### src/rtl/alu_seq.sv
// Multi-cycle unsigned ALU: single-cycle add/sub, shift-add multiply and restoring divide.
// Results are registered and held until the next completion.
module alu_seq #(
    parameter int unsigned WIDTH = 3
) (
    input  logic               i_clk,
    input  logic               i_rst_n,
    input  logic               i_init,
    input  logic [WIDTH-1:0]   i_a,
    input  logic [WIDTH-1:0]   i_b,
    input  logic [1:0]         i_op,
    output logic [2*WIDTH-1:0] o_out_op,
    output logic               o_done,
    output logic               o_busy,
    output logic               o_err
);

    localparam int unsigned CW = $clog2(WIDTH + 1);
    localparam int unsigned RW = 2 * WIDTH;

    typedef enum logic [1:0] {StIdle, StMul, StDiv, StDone} state_e;

    state_e           r_state;
    state_e           w_state_next;
    logic [CW-1:0]    r_cnt;
    logic [RW-1:0]    r_acc;
    logic [RW-1:0]    r_mcand;
    logic [WIDTH-1:0] r_mplr;
    logic [WIDTH-1:0] r_dvd;
    logic [WIDTH-1:0] r_rem;
    logic [WIDTH-1:0] r_b;
    logic [RW-1:0]    r_out;
    logic             r_err;

    logic             w_last;
    logic [RW-1:0]    w_mul_acc;
    logic [WIDTH:0]   w_div_shift;
    logic             w_div_ok;
    logic [WIDTH-1:0] w_rem_next;
    logic [WIDTH-1:0] w_quo_next;

    assign w_last    = (r_cnt == CW'(1));
    assign w_mul_acc = r_mplr[0] ? (r_acc + r_mcand) : r_acc;

    // r_dvd shifts dividend bits out of its MSB while quotient bits enter at its LSB.
    assign w_div_shift = {r_rem, r_dvd[WIDTH-1]};
    assign w_div_ok    = (w_div_shift >= {1'b0, r_b});
    assign w_rem_next  = w_div_ok ? (w_div_shift[WIDTH-1:0] - r_b) : w_div_shift[WIDTH-1:0];
    assign w_quo_next  = {r_dvd[WIDTH-2:0], w_div_ok};

    always_ff @(posedge i_clk) begin
        if (!i_rst_n) begin
            r_state <= StIdle;
        end else begin
            r_state <= w_state_next;
        end
    end

    always_comb begin
        w_state_next = r_state;
        unique case (r_state)
            StIdle: begin
                if (i_init) begin
                    unique case (i_op)
                        2'b10:   w_state_next = StMul;
                        2'b11:   w_state_next = (i_b == '0) ? StDone : StDiv;
                        default: w_state_next = StDone;
                    endcase
                end
            end
            StMul:   if (w_last) w_state_next = StDone;
            StDiv:   if (w_last) w_state_next = StDone;
            StDone:  w_state_next = StIdle;
            default: w_state_next = StIdle;
        endcase
    end

    always_ff @(posedge i_clk) begin
        if (!i_rst_n) begin
            r_cnt   <= '0;
            r_acc   <= '0;
            r_mcand <= '0;
            r_mplr  <= '0;
            r_dvd   <= '0;
            r_rem   <= '0;
            r_b     <= '0;
            r_out   <= '0;
            r_err   <= 1'b0;
        end else begin
            unique case (r_state)
                StIdle: begin
                    if (i_init) begin
                        r_cnt   <= CW'(WIDTH);
                        r_acc   <= '0;
                        r_mcand <= RW'(i_a);
                        r_mplr  <= i_b;
                        r_dvd   <= i_a;
                        r_rem   <= '0;
                        r_b     <= i_b;
                        unique case (i_op)
                            2'b00: begin
                                r_out <= RW'(i_a) + RW'(i_b);
                                r_err <= 1'b0;
                            end
                            2'b01: begin
                                r_out <= RW'(i_a) - RW'(i_b);
                                r_err <= 1'b0;
                            end
                            2'b10: ;
                            2'b11: begin
                                if (i_b == '0) begin
                                    r_out <= '1;
                                    r_err <= 1'b1;
                                end
                            end
                            default: ;
                        endcase
                    end
                end
                StMul: begin
                    r_cnt   <= r_cnt - CW'(1);
                    r_acc   <= w_mul_acc;
                    r_mcand <= r_mcand << 1;
                    r_mplr  <= r_mplr >> 1;
                    if (w_last) begin
                        r_out <= w_mul_acc;
                        r_err <= 1'b0;
                    end
                end
                StDiv: begin
                    r_cnt <= r_cnt - CW'(1);
                    r_rem <= w_rem_next;
                    r_dvd <= w_quo_next;
                    if (w_last) begin
                        r_out <= {w_rem_next, w_quo_next};
                        r_err <= 1'b0;
                    end
                end
                default: ;
            endcase
        end
    end

    assign o_out_op = r_out;
    assign o_err    = r_err;
    assign o_done   = (r_state == StDone);
    assign o_busy   = (r_state != StIdle);

endmodule

### config.mk
export PLATFORM = sky130hd
export DESIGN_NAME = alu_seq
export DESIGN_NICKNAME = d
export VERILOG_FILES = /design/src/rtl/alu_seq.sv
export SDC_FILE = /design/constraint.sdc
export NUM_CORES = 1
export LEC_CHECK = 0
export ABC_AREA = 1
export CELL_PAD_IN_SITES_DETAIL_PLACEMENT = 1
export CELL_PAD_IN_SITES_GLOBAL_PLACEMENT = 1
export CORE_MARGIN = 4
export CORE_UTILIZATION = 40
export DETAILED_ROUTE_END_ITERATION = 8
export GPL_TIMING_DRIVEN = 0
export PLACE_DENSITY = 0.88
export SLEW_MARGIN = 10
export SYNTH_ARGS = -nofsm -noshare
export SYNTH_HDL_FRONTEND = slang
export SYNTH_SLANG_ARGS = --single-unit
### constraint.sdc
create_clock -name i_clk -period 2.05 [get_ports i_clk]
set_input_delay 0.205 -clock i_clk [delete_from_list [all_inputs] [get_ports i_clk]]
set_output_delay 0.205 -clock i_clk [all_outputs]
set_load 0.05 [all_outputs]
==> summary.txt <==
CTS
  • CTS tree: yes
  • Hold buffers post-CTS: 0
  • Sink Count: 35
  • H-tree level count: 2
  • Total CTS buffers: 5
  • Setup Buffers After CTS: 0
  • Clock tree buffer depth: 2
  • Clock Latency Late Sink: 0.29 ns
  • Worst-path clk slew: 0.07 ns
  • Clock root buffer: clkbuf_8

Place
  • Global placement routability congestion: 0.919
  • Dpl hpwl: 5010 um
  • Dpl ws: -0.158 ns
  • IO buf count: 19

Worst setup path
  • Slowest stage cell, crit path: clkdlybuf4s50_1
  • Largest delay share family, worst path: buffers and inverters
  • Setup crit end kind: register
  • CP max FO: 4
  • Setup CP Type: in2reg
  • Crit path launch type: input port
  • Worst Path Required: between 2 and 2.5 ns
  • Worst Path Arrival: 2.11 ns
  • Max incr delay on CP: 0.59 ns
  • WP buf/inv: 3
  • CP dominant cell by count: inv_1
  • CP Cell Sequence: clkdlybuf4s50_1 -> inv_1 -> ha_1 -> inv_1 -> fa_1 -> o21ai_0 -> o211ai_1 -> a21oi_1 -> nor2_1

Synth
  • Async S/R FF share, synth: 0%
  • Distinct cells, synth: 34
  • Syn avg cell area: 7.45 um^2
  • Synthesized area: 2230 um^2
  • Synthesized Nets: about 340
  • Post-synth EDFFs: 0
  • Synth area leader: dfxtp_1
  • Area contributors post-synth: dfxtp_1, ha_1, nand2_1
  • Count leader, synth: nand2_1
  • Yosys warns: 0
  • Post-synth top cells: nand2_1, dfxtp_1, o21ai_0
  • Register area share after synthesis: 31.4%
  • Synth top area share: 31.4%
  • Register bit total from synthesis: 35
  • Cells after Synth: 299
  • Synth Flop Type: dfxtp_1

Routing
  • Pre-Repair DR Iteration Count: 4
  • Final ANT Viol Nets: 0
  • Via count: 2118
  • Drt total wl: 6440 um
  • 1st-iter DRT viols: 69
  • Avg WL per Cell: 16.3 um
  • Vias per Instance: 5.36
  • DRC: 0

Power and ir drop
  • Total power: 0.00385 W
  • Leak: 1.10 nW
  • Peak supply drop: 1040 uV
  • P per Cell Area: 1480 nW/um^2

Final layout
  • Share of layout cells above drive strength 1: roughly 11%
  • Final core occ: 49.6%
  • ANT cells: 0
  • Net count, final: about 360
  • Area grow syn2layout: 16.7%

STA
  • Worst-margin pin slew: 0.509 ns
  • Tmin final: 1.92 ns
  • Fin. Hold Viols: 0
  • RSZ-0062 raised after global routing: false
  • Final Max Tran Viols: 0
  • Final worst path period share: 93.9%
  • Slew headroom: about two thirds
  • Final Skew: between 0.007 and 0.008 ns
  • Max Freq: 520 MHz
  • Final WS setup: 0.125 ns
  • # setup viols final: 0

Hold path
  • Hold crit path type: reg2reg

Global route
  • GRT Total Usage: 21.3%
  • Largest net degree at the start of global routing: 11
  • Vias in the first global route: 2312
  • Grt ovf: 0
  • Antenna violations before repair: 0
  • First-pass GRT wire length: 11000 um

Outcome
  • Status: completed

Die
  • Initial Util: 42.5%
  • Area of the core: 5240 um^2
  • Die height: approximately 83 um
  • Die X: 82.6 um
  • Die area: 6830 um^2
  • Core Rows: 26
  • I/O Pins: 20

Run
  • Max cap viols: 0
## through the flow
step / instances / cell area [um^2] / hold slack, ns / setup TNS, ns
floorplan: 299 / 2230 / 0.343 / 0
global placement: 388 / 2510 / 0.455 / -0.115
detailed placement: 388 / 2510 / 0.462 / -0.194
CTS: 395 / 2590 / 0.473 / 0
global route: 395 / 2600 / 0.511 / 0
finish: 395 / 2600 / 0.482 / 0
## registers in the layout, summed over array words and instances, names as in the netlist, 3 cells and up
register / count
o_out_op: 6
r_acc: 6
r_mcand: 6
r_b: 3
r_dvd: 3
r_mplr: 3
r_rem: 3
## cells by family after synthesis
family | Yosys count | synth area share [%]
compound gates | 86 | 22.3
xor+xnor | 3 | 1.18
flops | 35 | 31.4
simple gates | 109 | 22.1
buf+inv | 41 | 7.58
fa+ha+maj | 25 | 15.4
## per-layer routing
| layer | GRT usage [%] | share of wire (%) |
|---|---|---|
| met4 | 5.23 | 1.0 |
| met5 | 0 | 0 |
| met1 | 25.3 | 46 |
| met3 | 2.71 | 2.2 |
| met2 | 39.9 | 51 |
## timing repair
item / 4_1_cts / 5_1_grt
resized for setup: 1 / 5
setup endpoints to repair: 1 / 4
hold endpoints to repair: 0 / 0
## placed cells by master (no fill, tap or decap), types with 9 or more instances in the layout
cell type        synthesis  final
ha_1                    21     21
inv_1                   26     26
nand3_1                 21     21
clkdlybuf4s50_1          0     18
a31oi_1                  9      9
dfxtp_1                 35     34
o21ai_0                 34     34
nand2_1                 53     52
nor2_1                  24     24
a21oi_1                 32     32
## final timing paths
| check | start | to | slack (ns) | depth (start not counted) |
|---|---|---|---|---|
| min reg2reg | r_b[2] | r_b[2] | 0.48 | 2 |
| max reg2reg | r_dvd[2] | o_out_op[5] | 0.15 | 11 |
| max | i_a[0] | o_out_op[1] | 0.13 | 9 |
| min | r_b[2] | r_b[2] | 0.48 | 2 |
## layout make-up
type,instances,area (um^2)
Timing Repair Buffer,19,185
Tap cell,70,87.6
Sequential cell,35,702
Buffer,8,45.0
Multi-Input combinational cell,223,1370
Clock inverter,1,5.00
Clock buffer,6,82.6
Fill cell,690,2640
Inverter,33,124
## report_power, final
group          leakage, nW  internal (W)  switching, W  total (W)
clock network       0.0470      0.000264      0.000253   0.000517
registers            0.289      0.000918      0.000166    0.00108
logic                0.767      0.000735       0.00151    0.00225
total                 1.10       0.00192       0.00193    0.00385
## tightest hold or removal path, cell delays in order, from the launching register on
cell and delay, ns:
dfxtp_1 0.32, nand2_1 0.06, a21oi_1 0.06
Note: power is estimated with default switching activity, not from simulation.
